### src/rtl/iir_out_buffer.sv
// Output buffer for the IIR filter: captures each y sample into a small FWFT FIFO,
// streams it out over valid/ready, and counts samples lost while the FIFO is full.
module iir_out_buffer #(
  parameter int DW    = 32,
  parameter int DEPTH = 4,
  parameter int AW    = 2,
  parameter int CW    = 16
) (
  input  logic          clk,
  input  logic          rst,
  input  logic          in_valid,
  input  logic [DW-1:0] in_data,
  output logic          out_valid,
  input  logic          out_ready,
  output logic [DW-1:0] out_data,
  output logic [AW:0]   level,
  output logic          full,
  output logic          empty,
  output logic [CW-1:0] drop_cnt,
  output logic          overflow,
  input  logic          clr_ovf
);

  localparam logic [AW:0] FULL_LVL = (AW + 1)'(DEPTH);

  logic [DW-1:0] mem_q [DEPTH];
  logic [AW-1:0] wr_ptr_q, wr_ptr_d;
  logic [AW-1:0] rd_ptr_q, rd_ptr_d;
  logic [AW:0]   level_q, level_d;
  logic [CW-1:0] drop_cnt_q, drop_cnt_d;
  logic          overflow_q, overflow_d;
  logic          push, pop, drop;

  assign full      = (level_q == FULL_LVL);
  assign empty     = (level_q == '0);
  assign out_valid = !empty;
  assign out_data  = mem_q[rd_ptr_q];
  assign level     = level_q;
  assign drop_cnt  = drop_cnt_q;
  assign overflow  = overflow_q;

  // A push into a full FIFO is legal only when the head leaves in the same cycle.
  assign pop  = out_valid && out_ready;
  assign push = in_valid && (!full || pop);
  assign drop = in_valid && full && !pop;

  always_comb begin
    wr_ptr_d   = wr_ptr_q;
    rd_ptr_d   = rd_ptr_q;
    level_d    = level_q;
    drop_cnt_d = drop_cnt_q;
    overflow_d = overflow_q;
    if (push) wr_ptr_d = wr_ptr_q + 1'b1;
    if (pop)  rd_ptr_d = rd_ptr_q + 1'b1;
    case ({push, pop})
      2'b10:   level_d = level_q + 1'b1;
      2'b01:   level_d = level_q - 1'b1;
      default: level_d = level_q;
    endcase
    // Clear takes priority over a coincident drop.
    if (clr_ovf) begin
      drop_cnt_d = '0;
      overflow_d = 1'b0;
    end else if (drop) begin
      overflow_d = 1'b1;
      if (drop_cnt_q != {CW{1'b1}}) drop_cnt_d = drop_cnt_q + 1'b1;
    end
  end

  always_ff @(posedge clk) begin
    if (rst) begin
      wr_ptr_q   <= '0;
      rd_ptr_q   <= '0;
      level_q    <= '0;
      drop_cnt_q <= '0;
      overflow_q <= 1'b0;
    end else begin
      wr_ptr_q   <= wr_ptr_d;
      rd_ptr_q   <= rd_ptr_d;
      level_q    <= level_d;
      drop_cnt_q <= drop_cnt_d;
      overflow_q <= overflow_d;
    end
  end

  // Storage is not reset; writes are suppressed while reset is held.
  always_ff @(posedge clk) begin
    if (push && !rst) mem_q[wr_ptr_q] <= in_data;
  end

endmodule

### config.mk
export PLATFORM = sky130hd
export DESIGN_NAME = iir_out_buffer
export DESIGN_NICKNAME = d
export VERILOG_FILES = /design/src/rtl/iir_out_buffer.sv
export SDC_FILE = /design/constraint.sdc
export NUM_CORES = 1
export LEC_CHECK = 0
export CAP_MARGIN = 20
export CORE_UTILIZATION = 36
export CTS_BUF_LIST = sky130_fd_sc_hd__clkbuf_8
export DETAILED_ROUTE_END_ITERATION = 6
export GPL_ROUTABILITY_DRIVEN = 0
export PLACE_DENSITY_LB_ADDON = 0.1
export SYNTH_ARGS = -nofsm -noshare
export SYNTH_HDL_FRONTEND = slang
export SYNTH_SLANG_ARGS = --single-unit
### constraint.sdc
create_clock -name clk -period 3.17 [get_ports clk]
set_input_delay 0.634 -clock clk [delete_from_list [all_inputs] [get_ports clk]]
set_output_delay 0.634 -clock clk [all_outputs]
set_load 0.03 [all_outputs]
==> run metrics, run 1 <==
diode insertion count for antenna repair=0; class of the worst hold path=reg2reg; worst setup skew after layout=between 0.008 and 0.009 ns; leakage power summed over all cells=2.387 nW; Starting Density=37.31%; count of endpoints failing hold in the final timing report=0; Commonest cells post-synth=sky130_fd_sc_hd__edfxtp_1, sky130_fd_sc_hd__mux4_2, sky130_fd_sc_hd__dfxtp_1, sky130_fd_sc_hd__nand2_1, sky130_fd_sc_hd__a21oi_1; total setup violations reported at the end of the flow=0; number of buffers added on ports=91; overall overflow remaining after global route=0; portion of the post-synthesis area used by sequential elements=72.58%; Worst R2R Start=level[2]; post-synth top area cell=sky130_fd_sc_hd__edfxtp_1; Slew Viols, Final=0; number of vias per cell=4.984; beginning of the worst hold path=drop_cnt[15]; remaining routing DRC violations=0; Clock Pin Slew Worst Setup and Hold Paths=0.09 ns; TritonCTS clock tree=done; count of fill cells added during filler insertion=approximately 1,400; combinational share of power=a little over a fifth; number of enable flip-flop cells after synthesis=between 100 and 150; clock network power share=between 30% and 40%; post-detailed-route count of antenna-violating nets=0; number of CTS-inserted buffers=17; width of the die=131.2 um; post-synthesis compound-gate area fraction=4.057%; combinational family with the most area after synthesis=multiplexers; level count of the clock H-tree=4; Switching Fraction=28.18%; total net switching power=1.367 mW; Yosys top cell area share=63.92%; Nets=about 480; largest net degree at the start of global routing=33; largest buffer count on any clock path=2; required time of the worst setup path=2.54 ns; synth unique cells=41; status=finished clean; Skew-Pair Late Insertion Delay=0.43 ns; library cell with the highest instance count after synthesis=sky130_fd_sc_hd__edfxtp_1; Synth Area in XOR/XNOR=less than 1%; number of cells upsized or downsized after cts=0; Post-Place Cells=roughly 640; area of the mapped netlist=0.006013 sq mm; RSZ-0062 raised after global routing=false; Routed Wire Length=11.78 mm; area of the die=around 0.017 sq mm; number of warning messages in the yosys log=0; Max rail drop VDD=0.3613 mV; post-placement setup slack=0.2425 ns; fraction of final layout cells with drive strength greater than 1=18.06%; global-route wire length before repair=18.86 mm; sequential share of power=47.9%; Setup Fix Bufs, Post-CTS=0; worst hold margin=0.4941 ns; post-synth net total=378; main flop type after synthesis=sky130_fd_sc_hd__edfxtp_1; number of global-route vias before repair=3,509; Worst Setup End Kind=output pin; layout overhead on the synthesized area=26.80%; count of pins on the block boundary=92; Slew headroom=between 30% and 40%; CORE AREA=0.01612 sq mm; final critical delay including setup and external delays=2.958 ns; slack of the worst reg-to-reg path=0.81 ns; simple-gate share of the synthesized area=7.303%; wire length per cell=17.58 um; Worst-Margin Slew=0.9087 ns; Critical Path Fanout Max=14; half-perimeter wire length after placement=7.122 mm; share of cell area taken by muxes after synthesis=12.67%; dominant cells by area after synthesis=sky130_fd_sc_hd__edfxtp_1, sky130_fd_sc_hd__mux4_2, sky130_fd_sc_hd__dfxtp_1; y dimension of the die=131.2 um; highest clock frequency the design can meet=338.1 MHz; final worst path period share=93.30%; crit path kind=reg2out; FF+latch count, synth=154; Setup crit start kind=register; cell-internal power=3.485 mW; adder and majority gate portion of the synthesized area=1.373%; Min-Delay Endpoint=drop_cnt[15]; total chip power=4.852 mW; total negative slack=0 ns; global-route usage over all layers=between 10% and 20%; overall via count from detail_route=about 3,300; DRC marker count from the first detailed-route iteration=219; critical path data arrival time=about 2.3 ns; Final WS setup=0.2125 ns; cell area power density=about 640 mW/mm^2; CTS hold repair buffers=0; number of search-and-repair iterations in the first detailed-routing pass=4; initial antenna violation count=0; final cell count without fillers=670; number of placement rows=46; cell depth of the worst hold path=2; number of max-capacitance violations reported=0; count of cells along the worst register-to-register path=4; post-synthesis instance total=335; Avg Cell Area, Syn=roughly 18 sq um; Synth async-reset ratio=0%; clock tree sinks=approximately 150; endpoint of the most critical register-to-register path=drop_cnt[14]; CTS root buf=sky130_fd_sc_hd__clkbuf_8
==> metrics by stage <==
stage	cell area [sq um]	utilization, %
after global routing	7625	47.31
after global placement	7222	44.81
final	7625	47.31
after CTS	7625	47.31
after detailed placement	7222	44.81
after floorplan	6013	-
==> per-layer routing <==
metal  part of all wire, %  track usage [%]  up-vias
met3                   6.1            5.440       10
met2                    48            23.67       90
met4                   1.0            5.098        0
li1                      -                -     1572
met5                     0                0        -
met1                    45            17.62     1667
==> kinds of logic (layout without fill, tap and decap cells) <==
kind of cell / Yosys count / count (layout)
flip-flops: 154 / 154
XOR/XNOR: 4 / 4
adder cells (fa/ha/maj): 6 / 6
buffers and inverters: 21 / 140
AND/OR/NAND/NOR: 77 / 77
AO/OA/AOI/OAI: 37 / 37
multiplexers: 36 / 36
==> critical path: stages, from the launching register on <==
cell	delay, ns
sky130_fd_sc_hd__dfxtp_2	0.59
sky130_fd_sc_hd__buf_4	0.33
sky130_fd_sc_hd__mux4_2	0.34
sky130_fd_sc_hd__clkdlybuf4s50_1	0.61
==> final cells by class <==
| cell class | instances | area (sq um) | area share, % |
|---|---|---|---|
| multi-input cells | 160 | 1568 | 20.56 |
| flip-flops and latches | 154 | 4367 | 57.27 |
| well taps | 216 | 270.3 | 3.544 |
| clock inverters | 15 | 168.9 | 2.215 |
| inverters | 9 | 33.78 | 0.4431 |
| clock buffers | 17 | 234.0 | 3.069 |
| repair buffers | 99 | 983.4 | 12.90 |
==> power by group through the flow <==
stage / sequential, mW / clock, mW / combinational [mW]
floorplan: 2.37 / 0 / 0.643
global placement: 2.37 / 0 / 1.06
detailed placement: 2.37 / 0 / 1.07
CTS: 2.33 / 1.53 / 1.07
global route: 2.33 / 1.60 / 1.12
finish: 2.32 / 1.48 / 1.05
==> worst max-delay path by stage <==
stage / from / endpoint / depth (start not counted)
2_1_floorplan: out_ready / drop_cnt[14] / 5
3_3_place_gp: out_ready / drop_cnt[14] / 5
3_5_place_dp: out_ready / drop_cnt[14] / 5
4_1_cts: register / out_data[11] / 3
5_1_grt: register / out_data[11] / 3
6_report: register / out_data[13] / 3
==> cells in the final DEF, fill, tap and decap left out, types with 5 or more instances in the layout <==
cell type                           n
sky130_fd_sc_hd__clkbuf_8          17
sky130_fd_sc_hd__buf_4              7
sky130_fd_sc_hd__nand3_1            5
sky130_fd_sc_hd__clkdlybuf4s50_1   91
sky130_fd_sc_hd__o21ai_0            5
sky130_fd_sc_hd__o31ai_1            6
sky130_fd_sc_hd__or4_1              7
sky130_fd_sc_hd__inv_1             10
sky130_fd_sc_hd__mux4_2            32
sky130_fd_sc_hd__and3_1             6
sky130_fd_sc_hd__nand2_1           18
sky130_fd_sc_hd__edfxtp_1         128
sky130_fd_sc_hd__ha_1               5
sky130_fd_sc_hd__nor2_1            11
sky130_fd_sc_hd__dfxtp_1           24
sky130_fd_sc_hd__or3_1              7
sky130_fd_sc_hd__a21oi_1           13
==> registers in the layout (all words and copies together) (netlist names), named ones only <==
name,count
level,3
wr_ptr_q,2
rd_ptr_q,2
overflow,1
drop_cnt,16
mem_q,128
(Power assumes the default switching activity.)
==> inputs of run 2 (changes only) <==
Settings changed: CTS_BUF_LIST sky130_fd_sc_hd__clkbuf_8 to sky130_fd_sc_hd__clkbuf_4 sky130_fd_sc_hd__clkbuf_8 sky130_fd_sc_hd__clkbuf_16.
==> run 2 against run 1 <==
Net effect:
- flip-flop and latch count is the same
- first-iteration DRC count shrank 14%
- setup slack gained 0.021 ns
- sequential power is essentially flat
- final cell count is the same
- wire length grew 0.65%
- clock skew shrank 0.0024 ns
- die area is the same
- count of clock-buffer cells in the layout grew 1
- clock power grew 36%
==> run metrics, run 2 (synthesized netlist as in run 1, its figures left out) <==
cell area reported after detailed placement=0.007222 sq mm; number of buffers added on ports=91; CORE AREA=0.01612 sq mm; Slew Viols, Final=0; cell area power density=just under 700 mW/mm^2; Starting Density=between 30 and 40%; area of the die=0.01722 sq mm; Nets=484; level count of the clock H-tree=4; required time of the worst setup path=2.54 ns; DRC marker count from the first detailed-route iteration=189; Worst-Margin Slew=between 0.9 and 1 ns; post-detailed-route count of antenna-violating nets=0; y dimension of the die=about 130 um; number of max-capacitance violations reported=0; RSZ-0062 raised after global routing=false; leakage power summed over all cells=2.473 nW; count of fill cells added during filler insertion=around 1,400; Worst Setup End Kind=output pin; final worst path period share=92.63%; utilization after layout=between 40% and 50%; max reg flops=128; status=finished clean; remaining routing DRC violations=0; Most flops, register=mem_q; cell depth of the worst hold path=2; count of cells along the worst register-to-register path=4; highest clock frequency the design can meet=340.6 MHz; multi-input combinational cell area=0.001568 sq mm; fraction of final layout cells with drive strength greater than 1=18.28%; initial antenna violation count=0; Max rail drop VDD=about 0.39 mV; Setup Fix Bufs, Post-CTS=0; overall overflow remaining after global route=0; number of cells upsized or downsized after cts=0; highest-count cells in the layout ignoring fill and taps=sky130_fd_sc_hd__edfxtp_1, sky130_fd_sc_hd__clkdlybuf4s50_1, sky130_fd_sc_hd__mux4_2; layout overhead on the synthesized area=30.05%; largest buffer count on any clock path=2; global-route wire length before repair=19.05 mm; total negative slack=0 ns; global-route usage over all layers=between 10% and 20%; final critical delay including setup and external delays=2.936 ns; Clock Pin Slew Worst Setup and Hold Paths=0.06 ns; Critical Path Fanout Max=14; Post-Place Cells=638; width of the die=131.2 um; wire length per cell=17.70 um; final cell count without fillers=670; crit path kind=reg2out; CTS root buf=sky130_fd_sc_hd__clkbuf_16; total setup violations reported at the end of the flow=0; clock tree sinks=154; TritonCTS clock tree=done; number of global-route vias before repair=3,501; Final WS setup=0.2337 ns; overall via count from detail_route=3,349; post-placement setup slack=~0.24 ns; Skew-Pair Late Insertion Delay=0.41 ns; Finished Cell Area=0.007820 sq mm; class of the worst hold path=reg2reg; Setup crit start kind=register; largest net degree at the start of global routing=33; half-perimeter wire length after placement=7.122 mm; CTS hold repair buffers=0; number of CTS-inserted buffers=17; number of search-and-repair iterations in the first detailed-routing pass=4; Slew headroom=approximately two fifths; number of vias per cell=about 5; diode insertion count for antenna repair=0; most common library cell in the layout ignoring fill and taps=sky130_fd_sc_hd__edfxtp_1; count of endpoints failing hold in the final timing report=0; count of pins on the block boundary=92; number of placement rows=46; worst setup skew after layout=0.005912 ns; critical path data arrival time=2.30 ns; Routed Wire Length=11.86 mm; Reg area=0.004367 sq mm
==> run 2: area by class of cell <==
cell class / instances / area share (%)
Sequential cell: 154 / 55.84
Multi-Input combinational cell: 160 / 20.05
Timing Repair Buffer: 99 / 12.58
Clock buffer: 18 / 5.536
Tap cell: 216 / 3.456
Clock inverter: 14 / 2.112
Inverter: 9 / 0.4320
==> run 2: report_power, final <==
group | internal, mW | switching [mW] | leakage [nW] | total (mW)
sequential | 2.28 | 0.0498 | 1.37 | 2.33
combinational | 0.495 | 0.553 | 0.819 | 1.05
clock | 1.19 | 0.832 | 0.281 | 2.02
total | 3.96 | 1.43 | 2.47 | 5.39
==> run 2: routing by layer <==
layer | track usage (%) | up-vias | part of all wire, %
li1 | - | 1576 | -
met1 | 17.76 | 1666 | 44
met2 | 23.97 | 95 | 48
met3 | 5.440 | 12 | 6.4
met4 | 4.902 | 0 | 1.1
met5 | 0 | - | 0
==> run 2: per-stage QoR <==
stage | total power [mW] | hold WS (ns)
floorplan | 3.012 | 0.4692
global placement | 3.431 | 0.4763
detailed placement | 3.437 | 0.4729
CTS | 5.461 | 0.4968
global route | 5.605 | 0.5223
finish | 5.395 | 0.4911
==> run 2: path summary, 6_finish.rpt <==
path / startpoint / end / slack, ns
max: register / out_data[13] / 0.23
min: drop_cnt[15] / drop_cnt[15] / 0.49
max reg2reg: level[2] / drop_cnt[14] / 0.82
min reg2reg: drop_cnt[15] / drop_cnt[15] / 0.49
==> run 2: worst max-delay path: stages (launching register included) <==
cell                              delay (ns)
sky130_fd_sc_hd__dfxtp_2                0.60
sky130_fd_sc_hd__buf_4                  0.33
sky130_fd_sc_hd__mux4_2                 0.34
sky130_fd_sc_hd__clkdlybuf4s50_1        0.61
==> inputs of run 3 (changes only) <==
Settings changed: CAP_MARGIN 20 to not set, SKIP_CTS_REPAIR_TIMING set to 1.
==> results of run 3 <==
No change in the layout: final DEF, timing and power equal those of run 2.
